--- src/rtl/modulo_condicionador_confirmacao.sv ---
// Confirmation pushbutton conditioner for the game datapath.
// Raw active-low button -> 2-flop synchronizer -> debouncer -> one-shot on
// press, then each accepted press is steered by the mode switches into a
// one-hot single-cycle strobe. A small game-phase FSM plus a shot budget
// decide which strobes are allowed through.
module modulo_condicionador_confirmacao #(
    parameter int DEB_CYCLES = 500000,
    parameter int MAX_SHOTS  = 10
) (
    input  logic       clk,
    input  logic       clr,
    input  logic       button_n,
    input  logic [1:0] mode,
    output logic [3:0] strobe,
    output logic [1:0] phase,
    output logic [5:0] shots_left,
    output logic       game_over
);

    localparam int CNT_W = (DEB_CYCLES > 2) ? $clog2(DEB_CYCLES) : 1;
    localparam logic [CNT_W-1:0] CNT_LAST = CNT_W'(DEB_CYCLES - 1);
    localparam logic [5:0] SHOTS_MAX = 6'(MAX_SHOTS);

    localparam logic [1:0] PH_SETUP = 2'b00;
    localparam logic [1:0] PH_PLAY  = 2'b01;
    localparam logic [1:0] PH_OVER  = 2'b10;

    localparam logic [1:0] MODE_CLEAR    = 2'b00;
    localparam logic [1:0] MODE_ATTACK   = 2'b01;
    localparam logic [1:0] MODE_POSITION = 2'b10;
    localparam logic [1:0] MODE_SPARE    = 2'b11;

    // ------------------------------------------------------------------
    // Synchronizer: two flops, reset to the released level (1).
    // ------------------------------------------------------------------
    logic [1:0] sync_reg;

    generate
        for (genvar gi = 0; gi < 2; gi++) begin : g_sync
            if (gi == 0) begin : g_first
                // First stage samples the asynchronous button.
                always_ff @(posedge clk) begin
                    if (clr) sync_reg[gi] <= 1'b1;
                    else     sync_reg[gi] <= button_n;
                end
            end else begin : g_rest
                // Later stages only shift the previous stage.
                always_ff @(posedge clk) begin
                    if (clr) sync_reg[gi] <= 1'b1;
                    else     sync_reg[gi] <= sync_reg[gi-1];
                end
            end
        end
    endgenerate

    logic sync;
    assign sync = sync_reg[1];

    // ------------------------------------------------------------------
    // Debouncer: the level is only accepted after DEB_CYCLES consecutive
    // edges disagreeing with the current debounced value.
    // ------------------------------------------------------------------
    logic             deb_reg;
    logic [CNT_W-1:0] cnt_reg;
    logic             mismatch;
    logic             accept;
    logic             fall_now;

    assign mismatch = (sync != deb_reg);
    assign accept   = mismatch && (cnt_reg == CNT_LAST);
    // A press is the debounced level going 1 -> 0; release emits nothing.
    assign fall_now = accept && deb_reg;

    // Counter and debounced level update.
    always_ff @(posedge clk) begin
        if (clr) begin
            deb_reg <= 1'b1;
            cnt_reg <= '0;
        end else if (accept) begin
            deb_reg <= sync;
            cnt_reg <= '0;
        end else if (mismatch) begin
            cnt_reg <= cnt_reg + CNT_W'(1);
        end else begin
            cnt_reg <= '0;
        end
    end

    // ------------------------------------------------------------------
    // One-shot: mode is captured at the edge where the debounced level
    // falls; the strobe decision is made on the following edge, so later
    // mode changes while the button is held have no effect.
    // ------------------------------------------------------------------
    logic       press_reg;
    logic [1:0] mode_reg;

    // Capture the press event and the mode that goes with it.
    always_ff @(posedge clk) begin
        if (clr) begin
            press_reg <= 1'b0;
            mode_reg  <= MODE_CLEAR;
        end else begin
            press_reg <= fall_now;
            if (fall_now) mode_reg <= mode;
        end
    end

    // One-hot decode of the captured mode.
    logic [3:0] mode_onehot;

    generate
        for (genvar gi = 0; gi < 4; gi++) begin : g_onehot
            assign mode_onehot[gi] = (mode_reg == 2'(gi));
        end
    endgenerate

    // ------------------------------------------------------------------
    // Gating FSM and shot budget.
    // ------------------------------------------------------------------
    logic [1:0] phase_reg;
    logic [1:0] phase_next;
    logic [5:0] shots_reg;
    logic [5:0] shots_next;
    logic [3:0] strobe_reg;
    logic [3:0] strobe_next;
    logic       allow;

    // Decide whether the pending press passes and what state it leaves.
    always_comb begin
        allow      = 1'b0;
        phase_next = phase_reg;
        shots_next = shots_reg;
        if (press_reg) begin
            case (phase_reg)
                PH_SETUP: begin
                    case (mode_reg)
                        MODE_CLEAR:    allow = 1'b1;
                        MODE_POSITION: allow = 1'b1;
                        MODE_SPARE:    allow = 1'b1;
                        MODE_ATTACK: begin
                            // Budget guard keeps shots_left from wrapping.
                            if (shots_reg != 6'd0) begin
                                allow      = 1'b1;
                                shots_next = shots_reg - 6'd1;
                                phase_next = (shots_reg == 6'd1) ? PH_OVER : PH_PLAY;
                            end
                        end
                        default: allow = 1'b0;
                    endcase
                end
                PH_PLAY: begin
                    case (mode_reg)
                        MODE_CLEAR: begin
                            allow      = 1'b1;
                            shots_next = SHOTS_MAX;
                            phase_next = PH_SETUP;
                        end
                        MODE_ATTACK: begin
                            if (shots_reg != 6'd0) begin
                                allow      = 1'b1;
                                shots_next = shots_reg - 6'd1;
                                if (shots_reg == 6'd1) phase_next = PH_OVER;
                            end
                        end
                        MODE_SPARE:    allow = 1'b1;
                        MODE_POSITION: allow = 1'b0;
                        default:       allow = 1'b0;
                    endcase
                end
                default: begin
                    // OVER (and the unused encoding): only a clear restarts.
                    if (mode_reg == MODE_CLEAR) begin
                        allow      = 1'b1;
                        shots_next = SHOTS_MAX;
                        phase_next = PH_SETUP;
                    end
                end
            endcase
        end
        strobe_next = allow ? mode_onehot : 4'b0000;
    end

    // Register strobe, phase and budget together on the decision edge.
    always_ff @(posedge clk) begin
        if (clr) begin
            strobe_reg <= 4'b0000;
            phase_reg  <= PH_SETUP;
            shots_reg  <= SHOTS_MAX;
        end else begin
            strobe_reg <= strobe_next;
            phase_reg  <= phase_next;
            shots_reg  <= shots_next;
        end
    end

    assign strobe     = strobe_reg;
    assign phase      = phase_reg;
    assign shots_left = shots_reg;
    assign game_over  = (phase_reg == PH_OVER);

endmodule

--- config.mk ---
export PLATFORM = sky130hd
export DESIGN_NAME = modulo_condicionador_confirmacao
export DESIGN_NICKNAME = d
export VERILOG_FILES = /design/src/rtl/modulo_condicionador_confirmacao.sv
export SDC_FILE = /design/constraint.sdc
export NUM_CORES = 1
export LEC_CHECK = 0
export ABC_CLOCK_PERIOD_IN_PS = 4050
export BUFFER_PORTS_ARGS = -buffer_cell sky130_fd_sc_hd__buf_2
export CAP_MARGIN = 25
export CORE_ASPECT_RATIO = 2
export CORE_UTILIZATION = 56
export CTS_CLUSTER_SIZE = 16
export DETAILED_ROUTE_END_ITERATION = 16
export MAX_ROUTING_LAYER = met4
export PLACE_DENSITY = 0.76
export SYNTH_ARGS = -nofsm -noshare
export SYNTH_HDL_FRONTEND = slang
export SYNTH_SLANG_ARGS = --single-unit
--- constraint.sdc ---
create_clock -name clk -period 4.05 [get_ports clk]
set_input_delay 0.6075 -clock clk [delete_from_list [all_inputs] [get_ports clk]]
set_output_delay 0.6075 -clock clk [all_outputs]
set_load 0.02 [all_outputs]
==> metrics.md, run 1 <==
| Metric | Value |
|---|---|
| Final setup vio count | `0` |
| Vias | `between 1000 and 1500` |
| Max-cap violations | `0` |
| Post-synthesis sequential area ratio | `between 40% and 50%` |
| Critical Path AT | `~2300 ps` |
| DR WL/cell | `approximately 15 um` |
| Drt pass-1 iters | `5` |
| Fmax | `476.0 MHz` |
| WHS Endpoint | `sync$_SDFF_PP1_` |
| CP Buf/Inv Count | `1` |
| CP Launch Type | `register` |
| Core Box Area | `around 2900 um^2` |
| Vias/cell | `6.089` |
| First-iteration detailed-routing DRC count | `just over 40` |
| Synth area leader | `dfxtp_1` |
| Hold_sp | `sync_reg[0]$_SDFF_PP1_` |
| CP Class | `register to register` |
| Setup bufs post-CTS | `0` |
| Largest net degree at the start of global routing | `15` |
| Worst IR Drop VDD | `between 0.3 and 0.4 mV` |
| Ys flop type | `dfxtp_1` |
| I/O pin count | `18` |
| Setup slack, reg-to-reg | `between 1500 and 2000 ps` |
| Global Route Usage Sum | `between 20% and 30%` |
| Reg2reg start | `mode_reg[1]$_SDFFE_PP0P_` |
| Synth Instances | `a little under 200` |
| Setup_tns | `0 ps` |
| Worst-Margin Slew | `around 600 ps` |
| Clk Latency, worst-skew pair | `290 ps` |
| Pleak | `between 0.6 and 0.7 nW` |
| Synth Area per Inst | `8.758 um^2` |
| CP delay by family, top | `simple AND/OR/NAND/NOR gates` |
| Crit-path cells | `inv_1 -> ha_1 -> nor2b_1 -> o21ai_0 -> or4b_2 -> a21oi_1` |
| Cts bufs inserted | `5` |
| Fin crit share | `51.88%` |
| Minimum clock period | `around 2100 ps` |
| Asr flop ratio synth | `0%` |
| Slowest stage delay, CP | `slightly below 700 ps` |
| Share of layout cells above drive strength 1 | `13.89%` |
| Synth Cell Area | `approximately 1700 um^2` |
| Diodes inserted | `0` |
| PwrDens | `approximately 390 nW/um^2` |
| Synth area leaders | `dfxtp_1 (44%), ha_1 (5.2%), xnor2_1 (5.2%)` |
| Critical Path RT | `4280 ps` |
| TritonCTS clock tree | `done` |
| Top cell type's share of synthesized area | `43.59%` |
| RR Endpoint | `shots_left[4]$_SDFFE_PP0P_` |
| Flip-flop and latch count after synthesis | `37` |
| Final hold violations | `0` |
| Run status | `finished, final reports clean` |
| Initial core utilization | `slightly below 60%` |
| Commonest cells after routing, fill and taps aside | `dfxtp_1 (37), nor2_1 (23), buf_2 (17), nand2_1 (12), a21oi_1 (12)` |
| Hold bufs inserted after CTS | `0` |
| Commonest non-fill, non-tap cell in the layout | `dfxtp_1` |
| CTS H-tree lvls | `2` |
| Layout Area Growth over Synthesis | `14.73%` |
| EDFF count, synth | `0` |
| Final HPWL DP | `~2800 um` |
| GRT Residual Overflow | `0` |
| PortBufs | `17` |
| Netlist cell types | `37` |
| Routed WL | `3703 um` |
| Synthesis Warnings | `0` |
| Setup Skew | `9.302 ps` |
| First-pass GRT wire length | `slightly above 6000 um` |
| Depth of the worst hold-timing path | `1` |
| Post-route insts no fill | `approximately 250` |
| Initial antenna violation count | `0` |
| Crit-path max FO | `7` |
| Maximum clock insertion buffer count | `2` |
| PostCTS Resize Cnt | `0` |
| Gp weighted congestion | `0.8433` |
| CTS clock-pin slew for the worst setup and hold paths | `approximately 80 ps` |
| Syn_nets | `between 200 and 250` |
| Total of fill cells in the finished design | `roughly 250` |
| Max reg flops | `19` |
| Final net count | `around 230` |
| Vias in the first global route | `between 1000 and 1500` |
| Hold Path Class | `register to register` |
| Max-slew headroom | `roughly 60%` |
| Post-placement cell count | `~240` |
| ANT nets after route | `0` |
| Clk sink count | `37` |
| Row cnt | `28` |
| FF-to-FF path depth | `6` |
| Die ar. | `~3300 um^2` |
| Unrepaired setup endpoints after global routing | `false` |
| Critical path capture point type | `register` |
| Remaining DRCs | `0` |
| Crit-path slowest cell | `or4b_2` |
| Root Buffer | `clkbuf_8` |
| Die Wd | `roughly 41 um` |
| Fin. max-slew vios | `0` |
| Die H | `between 70 and 80 um` |
-- logic make-up after synthesis --
group	share of synthesized area (%)
AOI/OAI and AO/OA	13.33
xor gates and xnor gates	6.701
adders and majority gates	5.154
buffers and inverters	2.798
DFF	43.59
and+or+nand+nor	28.42
-- metrics by stage --
step           power [mW]  instance area, um^2  setup WS (ps)  util [%]  hold slack (ps)
3_5_place_dp       0.3830                 1815           1989     62.44            398.0
3_3_place_gp       0.3822                 1804           1893     62.05            395.9
5_1_grt            0.7747                 1949           1814     67.04            441.4
4_1_cts            0.7612                 1949           1955     67.04            421.0
2_1_floorplan      0.3789                 1699           2144         -            389.5
6_report           0.7572                 1949           1949     67.04            415.7
-- how the worst max path moves through the flow --
stage,depth (start not counted),startpoint,slack [ps],to
floorplan,6,cnt_reg[0]$_SDFF_PP0_,2140,cnt_reg[16]$_SDFF_PP0_
global placement,4,cnt_reg[12]$_SDFF_PP0_,1890,cnt_reg[3]$_SDFF_PP0_
detailed placement,5,cnt_reg[0]$_SDFF_PP0_,1990,cnt_reg[18]$_SDFF_PP0_
CTS,6,mode_reg[1]$_SDFFE_PP0P_,1960,shots_left[4]$_SDFFE_PP0P_
global route,6,mode_reg[1]$_SDFFE_PP0P_,1810,shots_left[4]$_SDFFE_PP0P_
finish,6,mode_reg[1]$_SDFFE_PP0P_,1950,shots_left[4]$_SDFFE_PP0P_
-- routing by layer --
metal | wire length [um] | track usage, % | vias to the layer above | part of all wire [%]
li1 | - | - | 737 | -
met4 | 193 | 19.00 | 0 | 5.2
met3 | 150 | 5.850 | 16 | 4.1
met5 | 0 | - | - | 0
met2 | 2091 | 47.97 | 52 | 56
met1 | 1267 | 23.21 | 693 | 34
-- layout make-up --
cell class	instances	area, um^2	area share (%)
Clock buffer	5	68.82	3.530
Clock inverter	3	65.06	3.338
Inverter	8	30.03	1.540
Multi-Input combinational cell	145	910.9	46.73
Sequential cell	37	740.7	38.00
Tap cell	30	37.54	1.926
Timing Repair Buffer	18	96.34	4.942
-- cells in the mapped netlist (all sizes together) (4+ instances only) --
cell,instances
or3,4
inv,8
nand3,9
nor2b,8
nand4,4
o21ai,11
a21oi,12
nor3,5
xnor2,10
dfxtp,37
nor2,23
nand2,12
or4,7
ha,7
-- where the power goes --
part | internal, mW | switching [mW]
Sequential | 0.365 | 0.000868
Clock | 0.245 | 0.138
Combinational | 0.00355 | 0.00546
Total | 0.613 | 0.144
(Power assumes the default switching activity.)
==> inputs of run 2 (changes only) <==
Settings changed: ABC_AREA set to 1, ABC_CLOCK_PERIOD_IN_PS 4050 to 1800, CORE_UTILIZATION 56 to 52, PLACE_DENSITY 0.76 to 0.74.
Clock period 4.05 ns to 1.8 ns, I/O delays scaled along.
==> metrics.md, run 2 <==
| Metric | Value |
|---|---|
| Max-slew headroom | `72.59% (was 60.10%)` |
| CP Class | `register to register (unchanged)` |
| I/O pin count | `18 (unchanged)` |
| Worst IR Drop VDD | `0.5426 mV (was 0.3332 mV)` |
| PnR worst setup slack | `214.6 ps (was 1949 ps)` |
| Vias in the first global route | `1574 (was 1460)` |
| Most frequent cell after synthesis | `nand2_1 (was dfxtp_1)` |
| Vias/cell | `4.910 (was 6.089)` |
| Crit-path max FO | `14 (was 7)` |
| Setup bufs post-CTS | `0 (unchanged)` |
| PwrDens | `725.7 nW/um^2 (was 388.4 nW/um^2)` |
| Diodes inserted | `0 (unchanged)` |
| Hold bufs inserted after CTS | `0 (unchanged)` |
| Routed WL | `3828 um (was 3703 um)` |
| Synth area leader | `dfxtp_1 (unchanged)` |
| PortBufs | `17 (unchanged)` |
| Asr flop ratio synth | `0% (unchanged)` |
| Root Buffer | `clkbuf_8 (unchanged)` |
| Critical Path AT | `1760 ps (was 2330 ps)` |
| Hold Path Class | `input pin to register (was register to register)` |
| Syn_nets | `283 (was 206)` |
| Largest net degree at the start of global routing | `15 (unchanged)` |
| Max-cap violations | `0 (unchanged)` |
| Clk Latency, worst-skew pair | `290 ps (about the same)` |
| Drt pass-1 iters | `5 (unchanged)` |
| FF-to-FF path depth | `8 (was 6)` |
| Synth Cell Area | `1933 um^2 (was 1699 um^2)` |
| Adder-Cell Fraction of Synth Area | `4.531% (was 5.155%)` |
| Synth Area in XOR/XNOR | `4.531% (was 6.701%)` |
| Post-synthesis sequential area ratio | `38.32% (was 43.59%)` |
| TritonCTS clock tree | `done (unchanged)` |
| Synthesis Warnings | `0 (unchanged)` |
| Fin. max-slew vios | `0 (unchanged)` |
| Die Wd | `45.12 um (was 40.95 um)` |
| Setup Skew | `4.923 ps (was 9.302 ps)` |
| EDFF count, synth | `0 (unchanged)` |
| Flip-flop and latch count after synthesis | `37 (unchanged)` |
| ANT nets after route | `0 (unchanged)` |
| PostCTS Resize Cnt | `0 (unchanged)` |
| Most frequent cells after synthesis | `nand2_1 (57), nor2_1 (50), dfxtp_1 (37) (was dfxtp_1 (37), nor2_1 (23), a21oi_1 (12), nand2_1 (12))` |
| Die H | `88.23 um (was 79.90 um)` |
| Synth area leaders | `dfxtp_1 (38%), nand2_1 (11%), nor2_1 (9.7%) (was dfxtp_1 (44%), ha_1 (5.2%), xnor2_1 (5.2%))` |
| Setup_tns | `0 ps (unchanged)` |
| Commonest non-fill, non-tap cell in the layout | `nand2_1 (was dfxtp_1)` |
| Synth Area per Inst | `7.133 um^2 (was 8.758 um^2)` |
| Gp weighted congestion | `0.9217 (was 0.8433)` |
| Layout Area Growth over Synthesis | `13.20% (was 14.73%)` |
| Run status | `finished, final reports clean (unchanged)` |
| Unrepaired setup endpoints after global routing | `false (unchanged)` |
| Final hold violations | `0 (unchanged)` |
| Final HPWL DP | `2964 um (was 2802 um)` |
| Maximum clock insertion buffer count | `2 (unchanged)` |
| Top cell type's share of synthesized area | `38.32% (was 43.59%)` |
| Final setup vio count | `0 (unchanged)` |
| Synth Instances | `271 (was 194)` |
| Fmax | `630.8 MHz (was 476.0 MHz)` |
| Max reg flops | `19 (unchanged)` |
| Pleak | `0.9261 nW (was 0.6695 nW)` |
| Initial core utilization | `54.17% (was 58.43%)` |
| Remaining DRCs | `0 (unchanged)` |
| DR WL/cell | `11.13 um (was 15.05 um)` |
| First-pass GRT wire length | `6368 um (was 6065 um)` |
| Final net count | `306 (was 227)` |
| Critical path capture point type | `register (unchanged)` |
| Worst-Margin Slew | `408.1 ps (was 593.1 ps)` |
| Global Route Usage Sum | `22.66% (was 27.70%)` |
| CTS H-tree lvls | `2 (unchanged)` |
| Largest family of logic cells by synthesized area | `simple AND/OR/NAND/NOR gates (unchanged)` |
| Share of layout cells above drive strength 1 | `18.64% (was 13.89%)` |
| Initial antenna violation count | `0 (unchanged)` |
| Netlist cell types | `31 (was 37)` |
| GRT Residual Overflow | `0 (unchanged)` |
| First-iteration detailed-routing DRC count | `50 (was 41)` |
| Mux cell area share after synthesis | `0% (unchanged)` |
| Simple-Gate Fraction of Synth Area | `37.54% (was 28.42%)` |
| Row cnt | `31 (was 28)` |
| Commonest cells after routing, fill and taps aside | `nand2_1 (57), nor2_1 (50), dfxtp_1 (37), inv_1 (34), buf_2 (17) (was dfxtp_1 (37), nor2_1 (23), buf_2 (17), nand2_1 (12), a21oi_1 (12))` |
| Cts bufs inserted | `5 (unchanged)` |
| Post-synthesis compound-gate area fraction | `6.149% (was 13.33%)` |
| Clk sink count | `37 (unchanged)` |
| Vias | `1689 (was 1498)` |
| CP Launch Type | `register (unchanged)` |
| CTS clock-pin slew for the worst setup and hold paths | `70 ps (was 80 ps)` |
| Minimum clock period | `1585 ps (was 2101 ps)` |
| Pre-CTS WS | `224.6 ps (was 1989 ps)` |
| Depth of the worst hold-timing path | `2 (was 1)` |
| Core Box Area | `3568 um^2 (was 2908 um^2)` |
| Fin crit share | `88.08% (was 51.88%)` |
| Critical Path RT | `1970 ps (was 4280 ps)` |
| Die ar. | `3980 um^2 (was 3272 um^2)` |
| Ys flop type | `dfxtp_1 (unchanged)` |
==> run 2: changes by cell type in the layout (fill, tap and decap cells not counted), sizes merged, moves of 7 or more <==
cell   previous run  this run
nor2             23        59
nand2            12        62
inv               8        43
or4               7         0
nor2b             8         0
xnor2            10         3
==> run 2: cell families (layout without fill, tap and decap cells) <==
family / after synthesis / in the layout
AOI/OAI and AO/OA: 20 / 20
xor gates and xnor gates: 10 / 10
DFF: 37 / 37
adders and majority gates: 7 / 7
and+or+nand+nor: 153 / 153
buffers and inverters: 44 / 68
==> run 2: final timing paths <==
kind | startpoint | endpoint | slack, ps
min | button_n | sync_reg[0]$_SDFF_PP1_ | 170
max | cnt_reg[0]$_SDFF_PP0_ | cnt_reg[11]$_SDFF_PP0_ | 210
min reg2reg | sync_reg[0]$_SDFF_PP1_ | sync$_SDFF_PP1_ | 420
max reg2reg | cnt_reg[0]$_SDFF_PP0_ | cnt_reg[11]$_SDFF_PP0_ | 210
==> run 2: routing by layer <==
metal / track usage [%] / vias to the layer above / part of all wire, %
li1: - / 887 / -
met1: 20.41 / 749 / 37
met2: 40.32 / 38 / 54
met3: 3.673 / 15 / 2.7
met4: 16.25 / 0 / 5.5
met5: - / - / 0
==> run 2: power breakdown <==
group	internal (mW)	switching (mW)	total [mW]	leakage [nW]
combinational	0.00799	0.0141	0.0221	0.570
clock	0.450	0.294	0.744	0.0574
sequential	0.821	0.00155	0.822	0.299
total	1.28	0.309	1.59	0.926
==> run 2: critical path: stages, from the launching register on <==
cell     delay (ps)
dfxtp_1         350
ha_1            250
nand2_2         110
nor2_4          170
nand3_4         120
nor2_8          130
nor2_4           60
inv_2           190
nor3_1           80
==> run 2: metrics by stage <==
stage / power, mW / util [%] / area (um^2) / instances / hold slack, ps
6_report: 1.588 / 61.33 / 2188 / 344 / 171.5
3_3_place_gp: 0.8635 / 57.96 / 2068 / 336 / 407.0
5_1_grt: 1.655 / 61.33 / 2188 / 344 / 168.2
3_5_place_dp: 0.8639 / 57.96 / 2068 / 336 / 412.8
2_1_floorplan: 0.8553 / - / 1933 / 271 / 342.4
4_1_cts: 1.613 / 61.33 / 2188 / 344 / 160.3
==> run 2: layout make-up <==
type,count,area [um^2]
inverter,43,161.4
sequential,37,740.7
tap,49,61.31
multi-input combinational,190,1020
fill,351,1380
timing repair buffer,17,85.08
clock inverter,2,37.54
clock buffer,6,82.58
